==> config.mk <==
export PLATFORM = sky130hd
export DESIGN_NAME = mem_load_store_sequencer
export DESIGN_NICKNAME = d
export VERILOG_FILES = /design/src/rtl/mem_load_store_sequencer.sv
export SDC_FILE = /design/constraint.sdc
export NUM_CORES = 1
export LEC_CHECK = 0
export ABC_AREA = 1
export CAP_MARGIN = 30
export CORE_AREA = 3 3 111 134
export CTS_CLUSTER_DIAMETER = 120
export DETAILED_ROUTE_END_ITERATION = 10
export DIE_AREA = 0 0 114 137
export PLACE_DENSITY = 0.72
export SLEW_MARGIN = 20
export SYNTH_ARGS = -nofsm -noshare
export SYNTH_HDL_FRONTEND = slang
export SYNTH_SLANG_ARGS = --single-unit
==> constraint.sdc <==
create_clock -name clk -period 2.06 [get_ports clk]
set_input_delay 0.309 -clock clk [delete_from_list [all_inputs] [get_ports clk]]
set_output_delay 0.309 -clock clk [all_outputs]
set_load 0.01 [all_outputs]
==> src/rtl/mem_load_store_sequencer.sv <==
// Core load/store sequencer in front of the SRAM controller: issues one-cycle word
// strobes, waits for the matching ack (or a timeout) and returns extended load data.
module mem_load_store_sequencer #(
  parameter int MEM_ADDR_BITS = 14,
  parameter int ACK_TIMEOUT   = 15
) (
  input  logic                     clk,
  input  logic                     reset_n,
  input  logic                     i_sync_reset,
  input  logic                     i_req_valid,
  output logic                     o_req_ready,
  input  logic                     i_req_we,
  input  logic [2:0]               i_req_funct3,
  input  logic [31:0]              i_req_addr,
  input  logic [31:0]              i_req_wdata,
  output logic                     o_rsp_valid,
  output logic [31:0]              o_rsp_rdata,
  output logic                     o_rsp_error,
  output logic [MEM_ADDR_BITS-1:0] o_mem_addr,
  output logic                     o_mem_read_en,
  output logic [3:0]               o_mem_write_en,
  output logic [31:0]              o_mem_write_data,
  input  logic [31:0]              i_mem_read_data,
  input  logic                     i_mem_read_ack,
  input  logic                     i_mem_write_ack
);
  localparam int CW = $clog2(ACK_TIMEOUT + 1);

  typedef enum logic [2:0] {S_IDLE, S_ISSUE, S_WAIT_RD, S_WAIT_WR, S_RESP} state_t;

  state_t                   r_state, w_state_nxt;
  logic                     r_we;
  logic [2:0]               r_f3;
  logic [1:0]               r_off;
  logic [MEM_ADDR_BITS-1:0] r_mem_addr;
  logic [31:0]              r_wdata;
  logic [3:0]               r_lanes;
  logic [31:0]              r_rdata;
  logic                     r_err;
  logic [CW-1:0]            r_cnt;

  logic                     w_accept, w_illegal, w_misal, w_bad, w_timeout;
  logic [CW-1:0]            w_cnt_inc;
  logic [3:0]               w_lanes;
  logic [31:0]              w_wdata, w_ldata;
  logic [7:0]               w_byte;
  logic [15:0]              w_half;
  logic                     w_unused;

  assign w_unused  = ^i_req_addr[31:MEM_ADDR_BITS+2];
  assign w_accept  = i_req_valid && (r_state == S_IDLE);
  assign w_illegal = i_req_we ? (i_req_funct3 >= 3'd3)
                              : (i_req_funct3 == 3'd3 || i_req_funct3[2:1] == 2'b11);
  assign w_misal   = (i_req_funct3[1:0] == 2'd1 && i_req_addr[0]) ||
                     (i_req_funct3[1:0] == 2'd2 && i_req_addr[1:0] != 2'd0);
  assign w_bad     = w_illegal || w_misal;
  assign w_cnt_inc = r_cnt + 1'b1;
  assign w_timeout = (w_cnt_inc == CW'(ACK_TIMEOUT));

  // Byte-lane strobes and lane-replicated store data
  always_comb begin
    w_lanes = 4'b1111;
    w_wdata = i_req_wdata;
    case (i_req_funct3[1:0])
      2'd0: begin
        w_lanes = 4'b0001 << i_req_addr[1:0];
        w_wdata = {4{i_req_wdata[7:0]}};
      end
      2'd1: begin
        w_lanes = 4'b0011 << {i_req_addr[1], 1'b0};
        w_wdata = {2{i_req_wdata[15:0]}};
      end
      default: ;
    endcase
  end

  // Load lane select and extension
  always_comb begin
    case (r_off)
      2'd0:    w_byte = i_mem_read_data[7:0];
      2'd1:    w_byte = i_mem_read_data[15:8];
      2'd2:    w_byte = i_mem_read_data[23:16];
      default: w_byte = i_mem_read_data[31:24];
    endcase
    w_half = r_off[1] ? i_mem_read_data[31:16] : i_mem_read_data[15:0];
    case (r_f3)
      3'd0:    w_ldata = {{24{w_byte[7]}}, w_byte};
      3'd1:    w_ldata = {{16{w_half[15]}}, w_half};
      3'd4:    w_ldata = {24'd0, w_byte};
      3'd5:    w_ldata = {16'd0, w_half};
      default: w_ldata = i_mem_read_data;
    endcase
  end

  always_ff @(posedge clk or negedge reset_n) begin
    if (!reset_n)          r_state <= S_IDLE;
    else if (i_sync_reset) r_state <= S_IDLE;
    else                   r_state <= w_state_nxt;
  end

  always_comb begin
    w_state_nxt      = r_state;
    o_req_ready      = 1'b0;
    o_mem_read_en    = 1'b0;
    o_mem_write_en   = 4'd0;
    o_rsp_valid      = 1'b0;
    o_rsp_rdata      = 32'd0;
    o_rsp_error      = 1'b0;
    o_mem_addr       = r_mem_addr;
    o_mem_write_data = r_wdata;
    case (r_state)
      S_IDLE: begin
        o_req_ready = 1'b1;
        if (w_accept) w_state_nxt = w_bad ? S_RESP : S_ISSUE;
      end
      S_ISSUE: begin
        o_mem_read_en  = !r_we;
        o_mem_write_en = r_we ? r_lanes : 4'd0;
        w_state_nxt    = r_we ? S_WAIT_WR : S_WAIT_RD;
      end
      S_WAIT_RD: if (i_mem_read_ack || w_timeout) w_state_nxt = S_RESP;
      S_WAIT_WR: if (i_mem_write_ack || w_timeout) w_state_nxt = S_RESP;
      S_RESP: begin
        o_rsp_valid = 1'b1;
        o_rsp_rdata = r_rdata;
        o_rsp_error = r_err;
        w_state_nxt = S_IDLE;
      end
      default: w_state_nxt = S_IDLE;
    endcase
  end

  // Request latch, ack capture and timeout counting
  always_ff @(posedge clk or negedge reset_n) begin
    if (!reset_n) begin
      r_we <= 1'b0; r_f3 <= 3'd0; r_off <= 2'd0; r_mem_addr <= '0;
      r_wdata <= 32'd0; r_lanes <= 4'd0; r_rdata <= 32'd0; r_err <= 1'b0; r_cnt <= '0;
    end else if (i_sync_reset) begin
      r_we <= 1'b0; r_f3 <= 3'd0; r_off <= 2'd0; r_mem_addr <= '0;
      r_wdata <= 32'd0; r_lanes <= 4'd0; r_rdata <= 32'd0; r_err <= 1'b0; r_cnt <= '0;
    end else begin
      case (r_state)
        S_IDLE: if (w_accept) begin
          r_we       <= i_req_we;
          r_f3       <= i_req_funct3;
          r_off      <= i_req_addr[1:0];
          r_mem_addr <= i_req_addr[MEM_ADDR_BITS+1:2];
          r_wdata    <= w_wdata;
          r_lanes    <= w_lanes;
          r_rdata    <= 32'd0;
          r_err      <= w_bad;
          r_cnt      <= '0;
        end
        S_WAIT_RD: begin
          if (i_mem_read_ack) begin
            r_rdata <= w_ldata;
            r_cnt   <= '0;
          end else if (w_timeout) begin
            r_err <= 1'b1;
            r_cnt <= '0;
          end else begin
            r_cnt <= w_cnt_inc;
          end
        end
        S_WAIT_WR: begin
          if (i_mem_write_ack) begin
            r_cnt <= '0;
          end else if (w_timeout) begin
            r_err <= 1'b1;
            r_cnt <= '0;
          end else begin
            r_cnt <= w_cnt_inc;
          end
        end
        default: ;
      endcase
    end
  end
endmodule
==> out/results.ini <==
[timing]
final_hold_viol_count=0
final-max-slew-violation-count=0
slew_headroom_pct=67.15
setup_ws_ns=0.09772
unrepaired_setup_endpoints_after_global_routing=no
skew_ns=0.006652
finalWorstPathRequiredPeriod_ns=1.962
timing_worst_slew_pin_value_ns=0.4923
post-route-period-util_pct=95.26
setup-violations-final=0
fmax_ghz=0.5096
setup_tns_ns=0
worst_hold_slack_ns=0.4753

[setup_path]
critPathLaunchType=flip-flop
worst-setup-path-type=reg2out
required_time_at_the_worst_slack_endpoint_ns=1.75
critical_path.max_fanout=33
end_kind=output pin
worst-endpoint-arrival_ns=1.65

[detailed_routing]
ant_nets=0
routed_wl_mm=16.30
vias=5654
drc_errors=0
iteration_0_drc_markers=335
via_per_instance_ratio=4.968
detailedRoute.firstPassIterationCount=5
route.detailed.wl_per_inst_um=14.32

[die]
die_area_um2=15620
die_w_um=114
io_pins=192
initial_core_util_pct=39.45
floorplan.die.height_um=137
fp-row-count=47
placeableCoreArea_um2=13760

[clock_network]
clk_pin_slew_ns=0.07
clock-sinks=96
clk-insertion-delay-late_ns=0.33
cts_tree=built
clock_tree.root_cell=clkbuf_16
clock_path_buffers=2
cts_made_buffers=9
h_tree_levels=3

[yosys]
post_synth.cell_area_avg_um2=6.837
postSynthCellCount=794
post_synth_num_cell_types=27
post_synth_net_total=902
synthesis.yosys.warnings=0
syn_area_um2=5429
seq_area_frac_synth_pct=44.25
synth_seq_cells=96

[cells_and_area]
nNetsFinal=1071
area_growth_from_synthesis_to_final_layout_pct=41.62
commonest_non_fill_non_tap_cell_in_the_layout=nand2_1
layout-drive-gt1-share_pct=6.618
num_antenna_cells=0
final_cell_area_um2=7689
most_frequent_cells_in_the_layout=nand2_1, clkdlybuf4s50_1, nor2_1, dfrtp_1, inv_1

[global_routing]
grt_start_max_net_pins=56
grt.busiest_layer=met2
grt.total_usage_pct=20.74
vias_in_the_first_global_route=5327
globalRouteMet3Util_pct=6.236
globalRouteOverflowTotal=0
global_route_wire_length_before_repair_mm=25.99
grt_antenna_before_repair=0
grt.met2_usage_pct=36.23
grt_util_met1_pct=25.09

[power_and_ir_drop]
share_clk_of_total_power_pct=31.5
switching_power_mw=1.694
comb_power_share_pct=28.5
leakage_nw=3.901
max-vdd-ir-drop_uv=411.9
powerDensity_nw_per_um2=709.5
seq_power_share_pct=40.0
switching_share_pct=31.06
power_report.internal_total_mw=3.761

[place]
numPortBuffers=175
dp_hpwl_mm=11.94
pre_cts_slack_ns=0.06547
gp_congestion=0.8859
placed_instance_area_um2=7421

[run]
timing.max_cap.violations=0

[run_status]
status=finished clean

[min_path]
timing.hold.worst.class=in2async

per-layer routing:
layer / vias up / wire length, um
li1: 2829 / -
met1: 2618 / 6611
met2: 196 / 8124
met3: 11 / 1360
met4: 0 / 199
met5: - / 0
state kept, by name, indices dropped and copies added (netlist names):
| signal | flops |
|---|---|
| r_lanes | 4 |
| o_mem_addr | 14 |
| r_off | 2 |
| r_we | 1 |
| r_rdata | 32 |
| r_cnt | 4 |
| r_err | 1 |
| r_f3 | 3 |
| r_state | 3 |
| o_mem_write_data | 32 |
timing repair:
action	in CTS	in global routing
endpoints found under the hold margin	32	0
hold buffers	1	0
buffers inserted	0	0
pin swaps	1	0
gates resized for setup	40	7
setup endpoints to repair	39	7
cells in the mapped netlist:
master | n | area share, %
buf_6 | 4 | 0.83
buf_2 | 12 | 1.1
or2_2 | 1 | 0.12
o211ai_1 | 1 | 0.14
nand2_1 | 273 | 19
a21oi_2 | 1 | 0.16
buf_1 | 1 | 0.069
o21ai_0 | 69 | 6.4
nor2_1 | 113 | 7.8
dfrtp_1 | 96 | 44
nand3_1 | 58 | 5.3
inv_2 | 6 | 0.41
buf_4 | 9 | 1.2
o22ai_1 | 16 | 1.8
nor2_2 | 2 | 0.23
clkbuf_2 | 1 | 0.092
nor3_2 | 1 | 0.18
inv_4 | 1 | 0.12
nand4_1 | 11 | 1.3
clkbuf_1 | 16 | 1.1
ha_1 | 2 | 0.46
nand2_2 | 4 | 0.46
nand3_4 | 1 | 0.32
nand3_2 | 2 | 0.37
inv_1 | 76 | 5.3
a21oi_1 | 16 | 1.5
nor3_1 | 1 | 0.092
through the flow:
stage          std cells  power, mW  util [%]
2_1_floorplan        794      3.012         -
5_1_grt             1138      5.771     55.87
6_report            1138      5.455     55.87
3_3_place_gp        1122      3.763     53.93
4_1_cts             1138      5.511     55.91
3_5_place_dp        1122      3.779     53.93
power groups by stage:
stage | Sequential, mW | Clock (mW) | Combinational [mW]
2_1_floorplan | 2.25 | 0 | 0.760
3_5_place_dp | 2.21 | 0 | 1.57
6_report | 2.18 | 1.72 | 1.56
3_3_place_gp | 2.21 | 0 | 1.56
5_1_grt | 2.21 | 1.84 | 1.72
4_1_cts | 2.18 | 1.76 | 1.57
worst max-delay path, cell delays in order, from the launching register on:
cell,delay [ns]
dfrtp_1,0.36
inv_2,0.07
nor3_4,0.19
inv_1,0.09
buf_12,0.16
nor2_1,0.14
dlygate4sd2_1,0.28
final timing paths:
check	from	endpoint	slack [ns]	cells past startpoint
setup / recovery	r_state[2]$_DFFE_PN0P_	o_rsp_rdata[15]	0.1	6
hold / removal	reset_n	r_rdata[4]$_DFFE_PN0P_	0.48	2
setup reg to reg	r_off[1]$_DFFE_PN0P_	r_rdata[17]$_DFFE_PN0P_	0.30	7
hold reg to reg	o_mem_write_data[3]$_DFFE_PN0P_	o_mem_write_data[3]$_DFFE_PN0P_	0.48	2
max in group asynchronous	reset_n	o_mem_addr[10]$_DFFE_PN0P_	1.03	3
min in group clk	o_mem_write_data[3]$_DFFE_PN0P_	o_mem_write_data[3]$_DFFE_PN0P_	0.48	2
layout make-up:
class | count | area [um2]
fill | 1387 | 6072
multi-input combinational | 572 | 2490
sequential | 96 | 2402
timing repair buffer | 201 | 1962
inverter | 83 | 314.1
clock buffer | 11 | 252.7
tap | 171 | 214.0
clock inverter | 4 | 53.80
logic make-up (layout without fill, tap and decap cells):
kind of cell,count (synthesis),after routing,synth area share (%)
adder cells (fa/ha/maj),2,2,0.4609
AND/OR/NAND/NOR,467,467,35.08
flip-flops,96,96,44.25
AO/OA/AOI/OAI,103,103,9.979
buffers and inverters,126,299,10.23
Note: power is estimated with default switching activity, not from simulation.
